## src/rtl/mouse_axis_emu.sv

```systemverilog
// Mouse-to-analog-stick emulation for one of NUM_PORTS controller ports.
// Optional idle recentering is built when MOUSE_AXIS_AUTO_CENTER_EN is defined.
module mouse_axis_emu #(
  parameter int NUM_PORTS   = 4,
  parameter int AXIS_W      = 8,
  parameter int STEP_LIMIT  = 10,
  parameter int DELTA_SHIFT = 1,
  parameter int IDLE_TICKS  = 1 << 20,
  parameter int CENTER_DIV  = 12,
  localparam int PSW        = (NUM_PORTS > 1) ? $clog2(NUM_PORTS) : 1
) (
  input  logic                          clk_sys,
  input  logic                          reset,
  input  logic [24:0]                   ps2_mouse,
  input  logic [PSW-1:0]                port_sel,
  input  logic                          invert_x,
  input  logic                          invert_y,
  input  logic                          halt,
  input  logic [NUM_PORTS*2*AXIS_W-1:0] joya_in,
  input  logic [NUM_PORTS*2-1:0]        btn_in,
  output logic [NUM_PORTS*2*AXIS_W-1:0] joya_out,
  output logic [NUM_PORTS*2-1:0]        btn_out,
  output logic                          emu_active
);

  // state     | meaning
  // ST_PASS   | every port passes hps_io analog/buttons straight through
  // ST_MOUSE  | mouse accumulators own the axes of port_sel

  typedef enum logic {ST_PASS, ST_MOUSE} state_t;

  localparam int SW = AXIS_W + 2;
  localparam logic signed [9:0]    LIM_P   = 10'(STEP_LIMIT);
  localparam logic signed [9:0]    LIM_N   = -LIM_P;
  localparam logic signed [SW-1:0] SAT_MAX = SW'((1 << (AXIS_W - 1)) - 1);
  localparam logic signed [SW-1:0] SAT_MIN = ~SAT_MAX;

  state_t                   r_state;
  state_t                   w_state_nxt;
  logic                     r_old_stb;
  logic [PSW-1:0]           r_port_sel_q;
  logic signed [AXIS_W-1:0] r_acc_x;
  logic signed [AXIS_W-1:0] r_acc_y;
  logic signed [AXIS_W-1:0] w_acc_x_nxt;
  logic signed [AXIS_W-1:0] w_acc_y_nxt;
  logic signed [9:0]        w_dx;
  logic signed [9:0]        w_dy;
  logic [2*AXIS_W-1:0]      w_sel_axes;
  logic                     w_pkt;
  logic                     w_release;
  logic                     w_own;
  logic                     w_center_step;
  logic [NUM_PORTS*2*AXIS_W-1:0] w_joya_mux;
  logic [NUM_PORTS*2-1:0]        w_btn_mux;
  logic                     w_unused_bits;

  assign w_unused_bits = ^{ps2_mouse[7:6], ps2_mouse[3:2]};

  // Recentering parameters are only consumed by the optional counters.
  if (IDLE_TICKS < 1 || CENTER_DIV < 1) begin : g_cfg_guard
  end

  function automatic logic signed [9:0] clamp_delta(input logic sgn, input logic [7:0] mag);
    logic signed [9:0] raw;
    logic signed [9:0] sh;
    raw = {sgn, sgn, mag};
    sh  = raw >>> DELTA_SHIFT;
    if (sh > LIM_P)      return LIM_P;
    else if (sh < LIM_N) return LIM_N;
    else                 return sh;
  endfunction

  // Widened by two bits so the sum can be saturated instead of wrapping.
  function automatic logic signed [AXIS_W-1:0] acc_step(input logic signed [AXIS_W-1:0] acc,
                                                       input logic signed [9:0] d,
                                                       input logic inv);
    logic signed [SW-1:0] a;
    logic signed [SW-1:0] e;
    logic signed [SW-1:0] n;
    a = SW'(acc);
    e = SW'(d);
    n = inv ? (a - e) : (a + e);
    if (n > SAT_MAX)      return AXIS_W'(SAT_MAX);
    else if (n < SAT_MIN) return AXIS_W'(SAT_MIN);
    else                  return AXIS_W'(n);
  endfunction

  function automatic logic signed [AXIS_W-1:0] toward_zero(input logic signed [AXIS_W-1:0] a);
    if (a > 0)      return a - AXIS_W'(1);
    else if (a < 0) return a + AXIS_W'(1);
    else            return a;
  endfunction

  assign w_dx  = clamp_delta(ps2_mouse[4], ps2_mouse[15:8]);
  assign w_dy  = clamp_delta(ps2_mouse[5], ps2_mouse[23:16]);
  assign w_pkt = ps2_mouse[24] ^ r_old_stb;

  always_comb begin
    w_sel_axes = '0;
    for (int p = 0; p < NUM_PORTS; p++) begin
      if (PSW'(p) == port_sel) w_sel_axes = joya_in[p*2*AXIS_W +: 2*AXIS_W];
    end
  end

  // Real stick activity, a halted core or a port switch hands the port back.
  assign w_release  = (w_sel_axes != '0) | halt | (port_sel != r_port_sel_q);
  assign w_own      = (r_state == ST_MOUSE) & ~w_release;
  assign emu_active = (r_state == ST_MOUSE);

`ifdef MOUSE_AXIS_AUTO_CENTER_EN
  localparam int IW = $clog2(IDLE_TICKS + 1);
  localparam logic [IW-1:0] IDLE_TC = IW'(IDLE_TICKS);

  logic [IW-1:0]         r_idle_cnt;
  logic [CENTER_DIV-1:0] r_div_cnt;

  always_ff @(posedge clk_sys) begin
    if (reset) begin
      r_idle_cnt <= '0;
      r_div_cnt  <= '0;
    end else if (r_state != ST_MOUSE || w_pkt || w_release) begin
      r_idle_cnt <= '0;
      r_div_cnt  <= '0;
    end else if (r_idle_cnt != IDLE_TC) begin
      r_idle_cnt <= r_idle_cnt + IW'(1);
      r_div_cnt  <= '0;
    end else begin
      r_div_cnt  <= r_div_cnt + CENTER_DIV'(1);
    end
  end

  assign w_center_step = (r_state == ST_MOUSE) && (r_idle_cnt == IDLE_TC) && (&r_div_cnt);
`else
  assign w_center_step = 1'b0;
`endif

  always_comb begin
    w_state_nxt = r_state;
    w_acc_x_nxt = r_acc_x;
    w_acc_y_nxt = r_acc_y;
    if (w_release) begin
      w_state_nxt = ST_PASS;
      w_acc_x_nxt = '0;
      w_acc_y_nxt = '0;
    end else if (w_pkt) begin
      w_state_nxt = ST_MOUSE;
      w_acc_x_nxt = acc_step(r_acc_x, w_dx, invert_x);
      w_acc_y_nxt = acc_step(r_acc_y, w_dy, invert_y);
    end else if (w_center_step) begin
      w_acc_x_nxt = toward_zero(r_acc_x);
      w_acc_y_nxt = toward_zero(r_acc_y);
    end
  end

  always_ff @(posedge clk_sys) begin
    if (reset) begin
      r_state <= ST_PASS;
      r_acc_x <= '0;
      r_acc_y <= '0;
    end else begin
      r_state <= w_state_nxt;
      r_acc_x <= w_acc_x_nxt;
      r_acc_y <= w_acc_y_nxt;
    end
  end

  // Strobe history tracks the input through reset so no packet is seen on exit.
  always_ff @(posedge clk_sys) begin
    r_old_stb    <= ps2_mouse[24];
    r_port_sel_q <= port_sel;
  end

  always_comb begin
    w_joya_mux = joya_in;
    w_btn_mux  = btn_in;
    for (int p = 0; p < NUM_PORTS; p++) begin
      if (w_own && (PSW'(p) == port_sel)) begin
        w_joya_mux[p*2*AXIS_W +: 2*AXIS_W] = {r_acc_y, r_acc_x};
        w_btn_mux[p*2 +: 2]                = ps2_mouse[1:0] | btn_in[p*2 +: 2];
      end
    end
  end

  always_ff @(posedge clk_sys) begin
    if (reset) begin
      joya_out <= '0;
      btn_out  <= '0;
    end else begin
      joya_out <= w_joya_mux;
      btn_out  <= w_btn_mux;
    end
  end

endmodule

```

## config.mk

```make
export PLATFORM = sky130hd
export DESIGN_NAME = mouse_axis_emu
export DESIGN_NICKNAME = d
export VERILOG_FILES = /design/src/rtl/mouse_axis_emu.sv
export SDC_FILE = /design/constraint.sdc
export NUM_CORES = 1
export LEC_CHECK = 0
export BUFFER_PORTS_ARGS = -buffer_cell sky130_fd_sc_hd__buf_2
export CAP_MARGIN = 20
export CORE_AREA = 2 2 120 87
export CTS_CLUSTER_SIZE = 28
export DETAILED_ROUTE_END_ITERATION = 6
export DIE_AREA = 0 0 122 89
export MAX_ROUTING_LAYER = met4
export PLACE_DENSITY_LB_ADDON = 0.05
export SLEW_MARGIN = 30
export SYNTH_ARGS = -nofsm -noshare
export SYNTH_HDL_FRONTEND = slang
export SYNTH_SLANG_ARGS = --single-unit
```

## constraint.sdc

```tcl
create_clock -name clk_sys -period 5.5 [get_ports clk_sys]
set_input_delay 1.1 -clock clk_sys [delete_from_list [all_inputs] [get_ports clk_sys]]
set_output_delay 1.1 -clock clk_sys [all_outputs]
set_load 0.05 [all_outputs]
```

Yosys cells after proc, flatten, opt, wreduce, memory -nomap -nowiden
Cells that the tools add are included.

Register bits after elaboration: 92. Bits in latches: 0. Bits in writable memories: 0. Bits in read-only memories: 0. Input port bits: 104. Output and inout bits: 73. Word-level logic and storage cells: 61. Memories: 0.

$add $sub $neg: 4. Multipliers: 0. Divide/modulo/power cells: 0. $lt $le $gt $ge: 8. Eq/ne operators: 4. Shifts and indexed selects: 0. Muxes and demuxes: 22. Bitwise operators: 9. Reductions and logical operators: 7.

Operator list (count): $mux 16 (8); $mux 10 (6); $mux 8 (4); $add 8x10->10 (2); $gt 10x8->1 const B (2); $lt 10x8->1 const B (2); $sub 8x10->10 (2); $gt 8x5->1 const B (2); $lt 8x5->1 const B (2); $reduce_bool 16->1 (1); $mux 2 (4); $or 2x2->2 (4); $eq 2x2->1 const A (2); $logic_and 1x1->1 (4); $eq 1x2->1 const A (1); $logic_not 2->1 (1); $ne 2x2->1 (1); $or 1x1->1 (2); $reduce_or 2->1 (1); $and 1x1->1 (1); $not 1->1 (1); $xor 1x1->1 (1).

Longest topological paths before layout
Depth in word-level cells: 12. Mapped depth: 21. Depth with buffers taken out: 20.

Worst setup path before layout
No wires, ideal clock.

Path type: in2reg. Start: input ps2_mouse[15]. End: register r_acc_x[1]. Library setup time: 0.103 ns. Arrival time: 5.074 ns. Path slack: 0.323 ns. Stages: 19. Path through: nand4_1 -> or2_2 -> ha_1 -> clkbuf_1 -> nor2_1 -> and2_1 -> inv_1 -> ha_1 -> nand3_1 -> a2111oi_0 -> nor2_1 -> xnor2_1 -> ha_1 -> or3_1 -> o31ai_1 -> o21ai_0 -> a21oi_1 -> o31ai_2 -> a2111oi_2.

Longest elaborated chain between the ends: 8. Elaborated cells on any way between the ends: 11.

Ends and longest elaborated chain: start, declared (line 14) `input logic [24:0] ps2_mouse,`; $lt 8x5->1 (line 69) `else if (sh < LIM_N) return LIM_N;`; $mux 10 (line 69); $mux 10 * (line 68) `if (sh > LIM_P) return LIM_P;`; $add 8x10->10 / $sub 8x10->10 (equally long branches) (line 82) `n = inv ? (a - e) : (a + e);`; $mux 10 * (line 82); $lt 10x8->1 (line 84) `else if (n < SAT_MIN) return AXIS_W'(SAT_MIN);`; $mux 8 (line 84); $mux 8 * (line 83) `if (n > SAT_MAX) return AXIS_W'(SAT_MAX);`; end signal, assigned (line 162) `r_acc_x <= w_acc_x_nxt;`; end, declared (line 42) `logic signed [AXIS_W-1:0] r_acc_x;`.

Mark *: on every way between the ends. The rest lies on a longest branch, timed or not. A chain may end at the register's enable or synchronous reset.

Final worst setup path
Start: input ps2_mouse[13]. End: register r_acc_x[1].

Same word-level chain as after synthesis.

==> reports/qor.csv <==
stage;metric;value;unit
sta;RSZ-0062 raised after global routing;no;
synth;top-area cell type share of the netlist area;38.86;%
clock_tree;clock-pin slew on the worst setup and hold paths;0.06;ns
sta;Tcrit/Tclk final;91.32;%
synth;Yosys top cell by area;dfxtp_1;
drt;total wire length;14060;um
placed_design;post-DP HPWL;11120;um
sta;Fmax;199.1;MHz
clock_tree;CTS Root Cell;clkbuf_16;
global_route;total global-route track usage;26.95;%
clock_tree;CTS Hold Buffers Added;0;
flow_run;max cap viols;0;
sta;fin crit period;5.022;ns
global_route;Overflow after GRT;0;
sta;setup TNS after final layout;0;ns
outcome;outcome;complete, no violations;
clock_tree;CTS tree;done;
synth;FFs w/ async S/R, synth;0;%
worst_setup_path;Worst Path Required;5.74;ns
sta;max_slew headroom;46.72;%
synth;yosys warns;0;
cells_and_area;final net count;886;
synth;top area cells in the synthesized netlist;dfxtp_1 (39%), o22ai_1 (7.3%), ha_1 (5.8%);
synth;Synth Instances;588;
synth;ys flop type;dfxtp_1;
synth;Synth Register Bits;92;
drt;ANT nets after route;0;
synth;count of cell types in the netlist;54;
placed_design;placed insts;875;
drt;DRT iter0 DRCs;334;
synth;post-synthesis cell area;4740;sq um
drt;# DRC;0;
worst_setup_path;Worst Path Buf+Inv;4;
sta;fin. max-slew vios;0;
global_route;initial antenna violation count;0;
clock_tree;post-CTS setup repair buffer count;0;
synth;Mapped Avg Cell Area;8.060;sq um
global_route;first-pass GRT wire length;22050;um
placed_design;Buffers on Ports;170;
clock_tree;worst-skew pair later-pin latency;0.34;ns
floorplan;row cnt;30;
drt;drt pass-1 iters;5;
cells_and_area;antenna cell count;0;
sta;clock skew;0.005087;ns
global_route;via count of the first global-routing pass;4678;
synth;post-synthesis sequential area ratio;38.86;%
sta;Fin. Hold Viols;0;
worst_setup_path;worst path arrival time;5.26;ns
floorplan;core area;9572;sq um
power_and_ir_drop;Peak supply drop;0.1920;mV
worst_setup_path;Worst Path Class, Setup;primary input to register;
worst_setup_path;critical path capture point type;register;
sta;Worst-Margin Slew;0.7918;ns
worst_setup_path;Critical Path Fanout Max;7;
clock_tree;Clock Path Buffers;2;
floorplan;die footprint;10860;sq um
sta;setup violators final;0;
worst_setup_path;Crit path largest cell delay;0.40;ns
floorplan;Ports;177;
clock_tree;clk sink count;92;
cells_and_area;Post-Layout Cell Count;891;
cells_and_area;post-layout util;63.61;%
power_and_ir_drop;Pleak;2.905;nW
clock_tree;post_cts resized;0;
worst_setup_path;worst-path cell chain;buf_2 -> nand4_1 -> or2_2 -> ha_1 -> nor2_1 -> and2_1 -> inv_1 -> ha_1 -> nand3_1 -> a2111oi_0 -> buf_4 -> nor2_1 -> xnor2_1 -> ha_1 -> or3_1 -> o31ai_1 -> buf_4 -> xor2_1 -> nor2_1 -> nor4_1 -> a2111oi_2;
cells_and_area;P&R area growth vs syn;28.46;%
drt;Vias/cell;5.563;
worst_setup_path;Largest delay share family, worst path;simple AND/OR/NAND/NOR gates;
clock_tree;H-tree levels;3;
floorplan;DIE WIDTH;122;um
floorplan;Die Ht;89;um
power_and_ir_drop;pwr dens;286.6;nW/um^2
drt;via count;4957;
synth;Post-Syn Nets;716;
placed_design;GPL Wtd Cong;0.9348;
global_route;largest net degree at the start of global routing;74;
cells_and_area;ratio of cells with drive above 1 in the final layout;27.79;%
min_path;Hold/Removal Path Class;register to register;
clock_tree;total CTS buffers;9;
synth;number of enable flip-flop cells after synthesis;0;
worst_setup_path;CP startpoint kind;primary input;
drt;WL per Instance;15.77;um
worst_setup_path;Slowest-stage cell, CP;a2111oi_0;
floorplan;initial core utilization;49.52;%
[registers in the layout (all words and copies together) (netlist names)]
| name | cells |
|---|---|
| r_acc_y | 8 |
| r_port_sel_q | 2 |
| r_acc_x | 8 |
| emu_active | 1 |
| r_old_stb | 1 |
| joya_out | 64 |
| btn_out | 8 |
[where the power goes]
part | switching, mW | leakage (nW) | internal (mW) | total (mW)
Combinational | 0.250 | 1.99 | 0.125 | 0.375
Clock | 0.256 | 0.151 | 0.409 | 0.666
Sequential | 0.00861 | 0.762 | 0.696 | 0.705
Total | 0.515 | 2.90 | 1.23 | 1.74
[synthesized netlist by cell type (4+ instances only)]
master	n
inv_1	68
nand4_1	5
a31oi_1	4
nor4_1	19
buf_2	5
o21ai_0	38
xnor2_1	9
nand3_1	4
clkbuf_1	19
a21oi_1	54
o22ai_1	55
nand2_1	29
dfxtp_1	92
or3_1	5
o31ai_1	8
nand2b_1	8
nor2_1	58
o21bai_1	5
nor2b_1	6
nor3_1	12
ha_1	22
xor2_1	11
[worst register-to-register path, stage by stage (launching register included)]
cell and delay, ns:
dfxtp_1 0.33, inv_1 0.10, ha_1 0.18, inv_1 0.06, fa_1 0.42, a211oi_1 0.39
o21bai_1 0.15, a31oi_1 0.21, xor2_1 0.11, nor2_1 0.37, nor4_1 0.13, a2111oi_2 0.31
[final timing paths]
kind / start / end / slack (ns) / depth (start not counted)
max: ps2_mouse[13] / r_acc_x[1] / 0.48 / 21
min: r_acc_x[0] / joya_out[16] / 0.54 / 2
max reg2reg: r_acc_x[0] / r_acc_x[1] / 2.65 / 11
min reg2reg: r_acc_x[0] / joya_out[16] / 0.54 / 2
[metrics by stage]
stage          instance area, sq um  power (mW)  hold WS [ns]  worst slack [ns]
5_1_grt                        6088       1.815        0.5598           0.02527
2_1_floorplan                  4740      0.9736        0.4731            0.3227
6_report                       6088       1.745        0.5409            0.4776
4_1_cts                        6081       1.750        0.5368            0.5060
3_5_place_dp                   5754       1.091        0.5273            0.1431
3_3_place_gp                   5754       1.083        0.5175            0.2408
[placed cells by master, fill, tap and decap left out, types with 4 or more instances in the layout]
cell       count
or3_1          5
a31oi_1        4
xnor2_1        9
o22ai_1       55
o21bai_1       5
nand2b_1       8
nor2_1        58
o31ai_1        8
inv_1         68
buf_2        170
nand2_1       29
nand3_1        4
xor2_1        10
a21oi_1       54
buf_4         15
nor4_1        19
dfxtp_1       92
nor2b_1        6
o21ai_0       38
ha_1          22
nand4_1        5
clkbuf_16      9
nor3_1        12
[cells by family (layout without fill, tap and decap cells)]
group | count (synthesis) | count (layout) | synth area share, %
AO/OA/AOI/OAI | 197 | 197 | 25.61
XOR/XNOR | 21 | 21 | 4.197
adder cells (fa/ha/maj) | 24 | 24 | 6.653
buffers and inverters | 94 | 269 | 7.682
flip-flops | 92 | 92 | 38.86
AND/OR/NAND/NOR | 160 | 160 | 17.00
[final cells by class]
class | count | area (sq um)
fill | 871 | 3483
sequential | 92 | 1842
inverter | 68 | 255.2
timing repair buffer | 185 | 963.4
clock buffer | 10 | 239.0
multi-input combinational | 402 | 2541
tap | 128 | 160.2
clock inverter | 6 | 87.58
[metal layers]
layer	vias up	routed length (um)	global-route usage [%]
li1	2464	-	-
met1	2280	6537	35.11
met2	200	6338	43.17
met3	13	1021	5.931
met4	0	158	6.374
met5	-	0	-
No activity file was read; power rests on OpenSTA's default activity.
